## src/rtl/conv_mem_streamer.sv

```systemverilog
// Word-burst OBI sequencer for the conv/max-pool accelerator: reads feed its data-load phases,
// writes drain its write-back phases, and cnt_o is the shared word index the accelerator follows.
//   state    | meaning
//   IDLE     | waiting for start_rd_i / start_wr_i
//   REQ      | request presented, held stable until data_gnt_i
//   WAIT_RSP | request accepted, waiting for data_rvalid_i
//   DONE     | one-cycle completion pulse, back to IDLE
module conv_mem_streamer #(
  parameter int MAX_WORDS = 16,
  parameter int CNT_W     = 32
) (
  input  logic             clk,
  input  logic             rst_n,
  input  logic             start_rd_i,
  input  logic             start_wr_i,
  input  logic [31:0]      base_addr_i,
  input  logic [4:0]       nwords_i,
  input  logic [31:0]      wdata_i,
  output logic             busy_o,
  output logic             done_o,
  output logic [CNT_W-1:0] cnt_o,
  output logic [31:0]      rdata_o,
  output logic             rdata_valid_o,
  output logic             data_req_o,
  input  logic             data_gnt_i,
  output logic [31:0]      data_addr_o,
  output logic             data_we_o,
  output logic [3:0]       data_be_o,
  output logic [31:0]      data_wdata_o,
  input  logic             data_rvalid_i,
  input  logic [31:0]      data_rdata_i
);

  localparam logic [1:0] IDLE     = 2'd0;
  localparam logic [1:0] REQ      = 2'd1;
  localparam logic [1:0] WAIT_RSP = 2'd2;
  localparam logic [1:0] DONE     = 2'd3;

  logic [1:0]       state;
  logic [4:0]       idx;
  logic [4:0]       len;
  logic [31:0]      base;
  logic             we;
  logic [CNT_W-1:0] cnt_q;
  logic [31:0]      rdata_q;
  logic             rvalid_q;
  logic [4:0]       len_clamp;
  logic [4:0]       idx_nxt;

  assign len_clamp = (nwords_i > 5'(MAX_WORDS)) ? 5'(MAX_WORDS) : nwords_i;
  assign idx_nxt   = idx + 5'd1;

  always_ff @(posedge clk or negedge rst_n) begin
    if (!rst_n) begin
      state    <= IDLE;
      idx      <= '0;
      len      <= '0;
      base     <= '0;
      we       <= 1'b0;
      cnt_q    <= '0;
      rdata_q  <= '0;
      rvalid_q <= 1'b0;
    end else begin
      rvalid_q <= 1'b0;
      case (state)
        IDLE: begin
          if (start_rd_i || start_wr_i) begin
            base  <= base_addr_i;
            len   <= len_clamp;
            we    <= ~start_rd_i;
            idx   <= '0;
            cnt_q <= '0;
            state <= (len_clamp == 5'd0) ? DONE : REQ;
          end
        end
        REQ: begin
          if (data_gnt_i) state <= WAIT_RSP;
        end
        WAIT_RSP: begin
          if (data_rvalid_i) begin
            idx   <= idx_nxt;
            cnt_q <= CNT_W'(idx_nxt);
            // rdata_valid_o lands with the cnt_o update, so cnt_o = k pairs with word k-1
            if (!we) begin
              rdata_q  <= data_rdata_i;
              rvalid_q <= 1'b1;
            end
            state <= (idx_nxt == len) ? DONE : REQ;
          end
        end
        default: state <= IDLE;
      endcase
    end
  end

  assign busy_o        = (state != IDLE);
  assign done_o        = (state == DONE);
  assign cnt_o         = cnt_q;
  assign rdata_o       = rdata_q;
  assign rdata_valid_o = rvalid_q;

  assign data_req_o   = (state == REQ);
  assign data_addr_o  = data_req_o ? (base + {25'd0, idx, 2'b00}) : 32'd0;
  assign data_we_o    = data_req_o & we;
  assign data_be_o    = data_req_o ? 4'hF : 4'h0;
  assign data_wdata_o = data_req_o ? wdata_i : 32'd0;

endmodule

```

## config.mk

```make
export PLATFORM = sky130hd
export DESIGN_NAME = conv_mem_streamer
export DESIGN_NICKNAME = d
export VERILOG_FILES = /design/src/rtl/conv_mem_streamer.sv
export SDC_FILE = /design/constraint.sdc
export NUM_CORES = 1
export LEC_CHECK = 0
export ABC_AREA = 1
export CORE_ASPECT_RATIO = 0.6
export CORE_UTILIZATION = 41
export DETAILED_ROUTE_END_ITERATION = 10
export PLACE_DENSITY_LB_ADDON = 0.25
export SLEW_MARGIN = 25
export SYNTH_ARGS = -nofsm -noshare
export SYNTH_HDL_FRONTEND = slang
export SYNTH_SLANG_ARGS = --single-unit
```

## constraint.sdc

```tcl
create_clock -name clk -period 3.1 [get_ports clk]
set_clock_uncertainty 0.05 [all_clocks]
set_input_delay 0.93 -clock clk [delete_from_list [all_inputs] [get_ports clk]]
set_output_delay 0.93 -clock clk [all_outputs]
set_load 0.02 [all_outputs]
```

==> flow_summary.json, run 1 <==
{
  "grt_max_degree": 53,
  "powerDensity_nw_per_um2": 865,
  "multiInputGateArea_um2": 2590,
  "cp.depth": 13,
  "first_iter_violations": 422,
  "critPathKind": "register to output pin",
  "rows": 30,
  "holdPathStages": 2,
  "dp_cells": 1096,
  "power_mw": 6.87,
  "cp_data_arrival_time_ps": 2230,
  "p_seq_share_pct": 27.7,
  "utilization_pct": 69.6,
  "synth_most_common_cell": "nand2_1",
  "period_minus_slack_ps": 3210,
  "violations": "negative setup slack",
  "crit_path_cell_trace": "ha_2, inv_2, fa_2, inv_2, nand3_2, nand3_4, nand2_4, nand2_4, buf_6, nand2_4, xor2_2, nor2_2, buf_6",
  "drtAntennaViolNets": 0,
  "swShare_pct": 46.5,
  "cts_made_buffers": 9,
  "io_buffers": 216,
  "drive_gt1_share_pct": 18.4,
  "worstPathRequired_ps": 2120,
  "vias": 5365,
  "synth_area_um2": 4840,
  "cts_tree": "yes",
  "slew_viol_final": 0,
  "setup_tns_ps": -979,
  "clockPowerShare_pct": 15.5,
  "reg2reg_depth": 4,
  "core_um2": 11400,
  "synth_common_cells": "nand2_1 (266), nor2_1 (86), inv_1 (82), dfrtp_1 (78), buf_4 (36)",
  "synthArstFlopShare_pct": 100,
  "ys.flop_type": "dfrtp_1",
  "yosys_warnings": 0,
  "combPwrFrac_pct": 56.9,
  "seq_area_um2": 1950,
  "dpl_worst_slack_ps": -368,
  "tightest_slew_ps": 840,
  "p_switching_mw": 3.20,
  "cp-end-kind": "output pin",
  "clk_pin_slew_ps": 70,
  "die_area_um2": 12300,
  "netlist.area_leader.share_pct": 40.3,
  "cp.buffers_inverters": 4,
  "syn_inst": 710,
  "start_util_pct": 42.4,
  "antenna_found_initial": 0,
  "critPathMostFrequentCell": "nand2_4",
  "postLayoutSetupSlackWorst_ps": -115,
  "drt-total-wl_mm": 16.4,
  "p_leak_nw": 4.16,
  "ir_worst_vdd_mv": 0.378,
  "drtPass1Iterations": 5,
  "synth_top_cells_by_area": "dfrtp_1 (40%), nand2_1 (21%), nor2_1 (6.7%)",
  "clock_sinks": 78,
  "cts_htree_levels": 3,
  "ys_seq_area_share_pct": 40.3,
  "area_growth_pct": 64.0,
  "layout.cells.non_filler": 1131,
  "die_x_um": 142,
  "rsz0062_at_grt": "yes",
  "finalNetCount": 1080,
  "worstSkewPairLatency_ps": 340,
  "synth.avg_cell_area_um2": 6.82,
  "internal-power_mw": 3.67,
  "track_usage_pct": 26.2,
  "maxCapViolations": 0,
  "relSlewSlack_pct": 43.9,
  "detail_route.vias_per_cell": 4.74,
  "outcome": "finished with violations",
  "ys_types": 32,
  "io-pin-count": 244,
  "grt_pass1_vias": 4915,
  "gp_congestion": 0.976,
  "overflow": 0,
  "antenna_cells": 0,
  "max_stage_delay_ps": 380,
  "final-setup-viol-count": 14,
  "n_fill_cell": 986,
  "cp_max_fo": 4,
  "critPathSlowestCell": "fa_2",
  "drc": 0,
  "cp_top_family": "adder cells",
  "synth-edff-count": 0,
  "crit_path_start_kind": "register",
  "grt_pass1_wl_mm": 24.7,
  "dpl.hpwl_mm": 11.8,
  "hold_class": "register to register",
  "root_buffer": "clkbuf_16",
  "synth_area_leader_cell": "dfrtp_1",
  "die_h_um": 86.2,
  "clock.fmax_mhz": 311,
  "cts_hold_buffers": 0,
  "cts.path.max_buffers": 2,
  "finalCritPeriodShare_pct": 104,
  "synth-seq-cells": 78,
  "wl_per_cell_um": 14.5,
  "hold_viol": 0
}
state kept, by name, indices dropped and copies added (netlist names):
name           count
rdata_valid_o      1
we                 1
len                5
base              32
state              2
rdata_o           32
cnt_o              5
cell families (layout without fill, tap and decap cells):
family | after synthesis | count (layout) | synth area share, %
AO/OA/AOI/OAI | 55 | 55 | 6.13
XOR/XNOR | 7 | 7 | 1.27
adder cells (fa/ha/maj) | 7 | 7 | 1.96
buffers and inverters | 141 | 376 | 14.5
flip-flops | 78 | 78 | 40.3
other | 1 | 27 | 0.0775
AND/OR/NAND/NOR | 421 | 421 | 35.8
worst paths after layout:
check                                        startpoint                 endpoint  slack [ps]
worst max-delay path                base[2]$_DFFE_PN0P_          data_addr_o[16]        -110
worst min-delay path            rdata_o[11]$_DFFE_PN0P_  rdata_o[11]$_DFFE_PN0P_         420
worst max register to register     state[1]$_DFFE_PN0P_       len[1]$_DFFE_PN0P_        1230
worst min register to register  rdata_o[11]$_DFFE_PN0P_  rdata_o[11]$_DFFE_PN0P_         420
max in group asynchronous                         rst_n   rdata_o[9]$_DFFE_PN0P_        1900
min in group asynchronous                         rst_n      base[9]$_DFFE_PN0P_         500
stage by stage:
stage	cell area (um^2)	hold slack, ps
floorplan	4940	403
global placement	7220	403
detailed placement	7220	408
CTS	7650	425
global route	7940	454
finish	7940	421
power by group through the flow:
stage	logic (mW)	clock network (mW)	registers, mW
2_1_floorplan	1.87	0	2.03
3_3_place_gp	3.66	0	1.86
3_5_place_dp	3.70	0	1.87
4_1_cts	3.70	1.08	1.87
5_1_grt	4.27	1.12	1.96
6_report	3.90	1.06	1.90
layer usage:
layer	part of all wire, %	GRT usage [%]
met1	45	36.3
met2	45	40.4
met3	9.3	7.20
met4	1.5	6.74
met5	0	0
layout make-up:
type	count	share of cell area, %
Multi-Input combinational cell	517	32.6
Inverter	89	4.21
Clock inverter	7	0.914
Clock buffer	9	2.84
Sequential cell	78	24.6
Timing Repair Buffer	271	32.3
Tap cell	160	2.52
layout by cell type (no fill, tap or decap), drive strengths merged, types with 3 or more instances in the layout:
cell type      count
nor3               8
conb              27
nand3             31
clkdlybuf4s50    154
a21oi             12
o21ai             37
nor2              98
ha                 6
nand2            272
o22ai              3
clkbuf            12
dlygate4sd2       25
dlymetal6s2s       9
buf               80
inv               94
xor2               6
dfrtp             78
nand4             10
repair_timing:
action / 4_1_cts / 5_1_grt
setup buffers: 10 / 9
pin swaps: 11 / 29
gates resized for setup: 171 / 74
setup endpoints to repair: 65 / 41
endpoints found under the hold margin: 0 / 0
worst register-to-register path: stages, from the launching register on:
cell and delay, ps:
dfrtp_1 460, nor2_2 220, o21ai_2 100, inv_2 620, o21ai_0 250
Power figures use the tool's default switching activity.
==> inputs of run 2 (changes only) <==
RECOVER_POWER = 25   (was unset)
==> flow_summary.json, run 2 (synthesis gave the netlist of run 1 again) <==
{
  "outcome": "finished with violations",
  "violations": "max-capacitance violations, max-slew violations, negative setup slack",
  "die_x_um": 142,
  "core_um2": 11400,
  "power_mw": 6.87,
  "finalCritPeriodShare_pct": 104,
  "antenna_found_initial": 0,
  "overflow": 0,
  "holdWs_ps": 420,
  "clock_sinks": 78,
  "final-setup-viol-count": 14,
  "clk_pin_slew_ps": 70,
  "finalNetCount": 1080,
  "area_growth_pct": 64.0,
  "dpl.hpwl_mm": 11.8,
  "grt_max_degree": 53,
  "start_util_pct": 42.4,
  "cts_tree": "yes",
  "dp_cells": 1096,
  "final_cell_mix": "nand2_1 (251), clkdlybuf4s50_1 (154), nor2_1 (79), inv_1 (78), dfrtp_1 (78)",
  "critPathMostFrequentCell": "nand2_4",
  "powerDensity_nw_per_um2": 865,
  "gp_congestion": 0.976,
  "drtPass1Iterations": 5,
  "vias": 5365,
  "rsz0062_at_grt": "yes",
  "root_buffer": "clkbuf_16",
  "antenna_cells": 0,
  "slew_viol_final": 35,
  "setup_tns_ps": -978,
  "track_usage_pct": 26.2,
  "grt_pass1_wl_mm": 24.7,
  "drtAntennaViolNets": 0,
  "detail_route.vias_per_cell": 4.74,
  "n_fill_cell": 986,
  "period_minus_slack_ps": 3210,
  "cp_data_arrival_time_ps": 2230,
  "die_area_um2": 12300,
  "layout.cells.non_filler": 1131,
  "p_leak_nw": 4.16,
  "postLayoutSetupSlackWorst_ps": -115,
  "cts_htree_levels": 3,
  "worstPathRequired_ps": 2120,
  "ir_worst_vdd_mv": 0.378,
  "io_buffers": 216,
  "tightest_slew_ps": 2050,
  "drive_gt1_share_pct": 18.3,
  "grt_pass1_vias": 4915,
  "layout_commonest_cell": "nand2_1",
  "maxCapViolations": 1,
  "drt-total-wl_mm": 16.4,
  "hold_viol": 0,
  "multiInputGateArea_um2": 2590,
  "clock.fmax_mhz": 311,
  "rows": 30,
  "critPathKind": "register to output pin",
  "max_stage_delay_ps": 380,
  "cts_made_buffers": 9,
  "seq_area_um2": 1950,
  "wl_per_cell_um": 14.5,
  "cp-end-kind": "output pin",
  "cts.path.max_buffers": 2,
  "die_h_um": 86.2,
  "critPathSlowestCell": "fa_2",
  "drc": 0,
  "first_iter_violations": 422,
  "cts_hold_buffers": 0,
  "crit_path_cell_trace": "ha_2, inv_2, fa_2, inv_2, nand3_2, nand3_4, nand2_4, nand2_4, buf_6, nand2_4, xor2_2, nor2_2, buf_6",
  "cp_max_fo": 4,
  "reg2reg_slack_ps": 1240,
  "hold_class": "register to register",
  "crit_path_start_kind": "register",
  "utilization_pct": 69.6,
  "relSlewSlack_pct": -36.8,
  "io-pin-count": 244,
  "worstSkewPairLatency_ps": 330
}
==> run 2: changes by cell type in the layout (fill, tap and decap cells not counted), sizes merged <==
cell / delta
buf: -1
clkbuf: +1
==> run 2: worst paths after layout <==
path                                         start                      end  cells after the start
setup / recovery               base[2]$_DFFE_PN0P_          data_addr_o[16]                     13
hold / removal             rdata_o[11]$_DFFE_PN0P_  rdata_o[11]$_DFFE_PN0P_                      2
setup reg to reg              state[1]$_DFFE_PN0P_       len[1]$_DFFE_PN0P_                      4
hold reg to reg            rdata_o[11]$_DFFE_PN0P_  rdata_o[11]$_DFFE_PN0P_                      2
max in group asynchronous                    rst_n      base[1]$_DFFE_PN0P_                      1
min in group asynchronous                    rst_n      base[9]$_DFFE_PN0P_                      1
==> run 2: critical path: cells and delay by family, from the launching register on <==
family                   cells  cell delay, ps
buffers and inverters        4             350
adder cells (fa/ha/maj)      2             570
flip-flops                   1             350
XOR/XNOR                     1             140
AND/OR/NAND/NOR              6             470
==> run 2: per-stage QoR <==
step                      instance area, um^2  setup slack, ps
after global routing                     7940             -216
final                                    7940             -115
after detailed placement                 7220             -368
after CTS                                7650             -124
after global placement                   7220             -316
after floorplan                          4940             31.6
==> run 2: timing repair <==
action                     in CTS  in global routing
gates resized for setup       171                 74
setup buffers                  10                  9
setup endpoints to repair      65                 41
pin swaps                      11                 29
==> run 2: report_power, final <==
part	internal (mW)	switching (mW)
sequential	1.47	0.426
combinational	1.63	2.28
clock	0.570	0.492
total	3.67	3.19
==> run 2: area by class of cell <==
type / count / share of cell area (%)
well taps: 160 / 2.52
flip-flops and latches: 78 / 24.6
repair buffers: 271 / 32.3
inverters: 89 / 4.21
clock inverters: 7 / 0.914
multi-input cells: 517 / 32.6
clock buffers: 9 / 2.84
==> run 2: layer usage <==
layer  wire length [um]  vias up  global-route usage (%)
met5                  0        -                       0
met4                244        0                    6.74
met3               1510       23                    7.20
met2               7300      243                    40.4
met1               7310     2478                    36.3
li1                   -     2621                       -
==> inputs of run 3 (changes only) <==
ABC_AREA = unset   (was 1)
CORE_UTILIZATION = 40   (was 41)
==> flow_summary.json, run 3 <==
{
  "cts_tree": "yes",
  "die_x_um": 138,
  "drt-total-wl_mm": 13.3,
  "vias": 4151,
  "antenna_found_initial": 0,
  "yosys_warnings": 0,
  "cts.path.max_buffers": 2,
  "rows": 29,
  "rsz0062_at_grt": "yes",
  "track_usage_pct": 23.7,
  "grt_pass1_vias": 4230,
  "die_area_um2": 11600,
  "powerDensity_nw_per_um2": 940,
  "wl_per_cell_um": 15.9,
  "outcome": "finished with violations",
  "grt_max_degree": 66,
  "layout.cells.non_filler": 839,
  "hold_class": "register to register",
  "synth_top_cells_by_area": "dfrtp_1 (44%), mux2_2 (16%), buf_4 (5.7%)",
  "grt_pass1_wl_mm": 21.7,
  "clock_sinks": 78,
  "dpl_worst_slack_ps": -599,
  "drc": 25,
  "synth_area_um2": 4460,
  "first_iter_violations": 193,
  "cp_max_fo": 4,
  "final-setup-viol-count": 20,
  "seq_area_um2": 1960,
  "synth_most_common_cell": "dfrtp_1",
  "cp.buffers_inverters": 4,
  "start_util_pct": 41.7,
  "ys.flop_type": "dfrtp_1",
  "synth_common_cells": "dfrtp_1 (78), mux2_2 (62), and2_1 (38), buf_4 (34), nor2_1 (27)",
  "postLayoutSetupSlackWorst_ps": -480,
  "io_buffers": 216,
  "critPathKind": "register to output pin",
  "root_buffer": "clkbuf_16",
  "period_minus_slack_ps": 3580,
  "drive_gt1_share_pct": 30.7,
  "violations": "design-rule violations, max-capacitance violations, max-slew violations, negative setup slack",
  "p_leak_nw": 3.60,
  "clock.fmax_mhz": 279,
  "overflow": 0,
  "critPathSlowestCell": "or3_4",
  "dp_cells": 813,
  "cts_htree_levels": 3,
  "tightest_slew_ps": 1650,
  "cts_made_buffers": 9,
  "worstSkewPairLatency_ps": 330,
  "netlist.area_leader.share_pct": 43.7,
  "synth.avg_cell_area_um2": 10.4,
  "syn_inst": 428,
  "hold_viol": 0,
  "drtPass1Iterations": 8,
  "postPlaceCellArea_um2": 7160,
  "n_fill_cell": 791,
  "area_growth_pct": 70.9,
  "synth_area_leader_cell": "dfrtp_1",
  "critPathMostFrequentCell": "buf_6",
  "cp_data_arrival_time_ps": 2600,
  "worstPathRequired_ps": 2120,
  "finalCritPeriodShare_pct": 115,
  "design_area_um2": 7630,
  "synthArstFlopShare_pct": 100,
  "slew_viol_final": 66,
  "crit_path_cell_trace": "ha_4, inv_2, fa_2, nor2b_2, o31a_1, buf_4, buf_6, o21ai_4, or3_4, a21oi_4, buf_6",
  "synth-seq-cells": 78,
  "cp_top_family": "simple AND/OR/NAND/NOR gates",
  "antenna_cells": 0,
  "clk_pin_slew_ps": 50,
  "drtAntennaViolNets": 0,
  "layout_commonest_cell": "clkdlybuf4s50_1",
  "multiInputGateArea_um2": 2470,
  "crit_path_start_kind": "register",
  "setup_tns_ps": -5290,
  "cp-end-kind": "output pin",
  "die_h_um": 83.8,
  "core_um2": 10700,
  "synth-edff-count": 0,
  "finalNetCount": 809,
  "power_mw": 7.17,
  "relSlewSlack_pct": -10.1,
  "ir_worst_vdd_mv": 0.535,
  "dpl.hpwl_mm": 10.1,
  "detail_route.vias_per_cell": 4.95,
  "final_cell_mix": "clkdlybuf4s50_1 (149), dfrtp_1 (74), buf_4 (70), mux2_2 (62), and2_1 (38)",
  "maxCapViolations": 1,
  "cts_hold_buffers": 0,
  "max_stage_delay_ps": 390,
  "ys_types": 49,
  "io-pin-count": 244,
  "gp_congestion": 0.840,
  "ys_seq_area_share_pct": 43.7
}
## run 3: final timing paths
path	startpoint	to	slack (ps)	depth (start not counted)
min reg2reg	rdata_o[16]$_DFFE_PN0P_	rdata_o[16]$_DFFE_PN0P_	450	1
min in group asynchronous	rst_n	rdata_o[16]$_DFFE_PN0P_	960	1
min	rdata_o[16]$_DFFE_PN0P_	rdata_o[16]$_DFFE_PN0P_	450	1
max	base[2]$_DFFE_PN0P_	data_addr_o[30]	-480	11
max reg2reg	state[0]$_DFFE_PN0P_	rdata_o[26]$_DFFE_PN0P_	1100	6
max in group asynchronous	rst_n	cnt_o[2]$_DFFE_PN0P_	930	1
## run 3: cell type report
| type | count | share of cell area (%) |
|---|---|---|
| clock buffer | 11 | 3.05 |
| tap | 139 | 2.28 |
| multi-input combinational | 312 | 32.3 |
| sequential | 78 | 25.7 |
| timing repair buffer | 282 | 35.3 |
| inverter | 12 | 0.591 |
| clock inverter | 5 | 0.788 |
## run 3: repair_timing
| action | CTS | global route |
|---|---|---|
| pin swaps | 6 | 16 |
| hold endpoints to repair | 0 | 0 |
| gates resized for setup | 141 | 54 |
| endpoints found under the setup margin | 40 | 50 |
| buffers inserted | 5 | 5 |
## run 3: cells by family after synthesis
family	share of synthesized area (%)
fa+ha+maj	2.13
flops	43.7
xor+xnor	4.12
compound gates	9.00
mux	15.6
other cells	0.0840
simple gates	17.0
buf+inv	8.30
## run 3: metal layers
layer  part of all wire (%)  GRT usage [%]
met4                   0.94           4.70
met3                    8.5           7.40
met5                      0              0
met1                     43           30.7
met2                     47           39.1
## run 3: power by group
part | internal [mW] | total, mW | switching, mW
Sequential | 1.51 | 1.83 | 0.319
Clock | 0.625 | 1.03 | 0.403
Combinational | 2.14 | 4.32 | 2.18
## run 3: through the flow
stage	util, %	hold slack, ps
2_1_floorplan	-	422
3_3_place_gp	66.9	434
3_5_place_dp	66.9	445
4_1_cts	70.3	458
5_1_grt	71.2	468
6_report	71.2	453
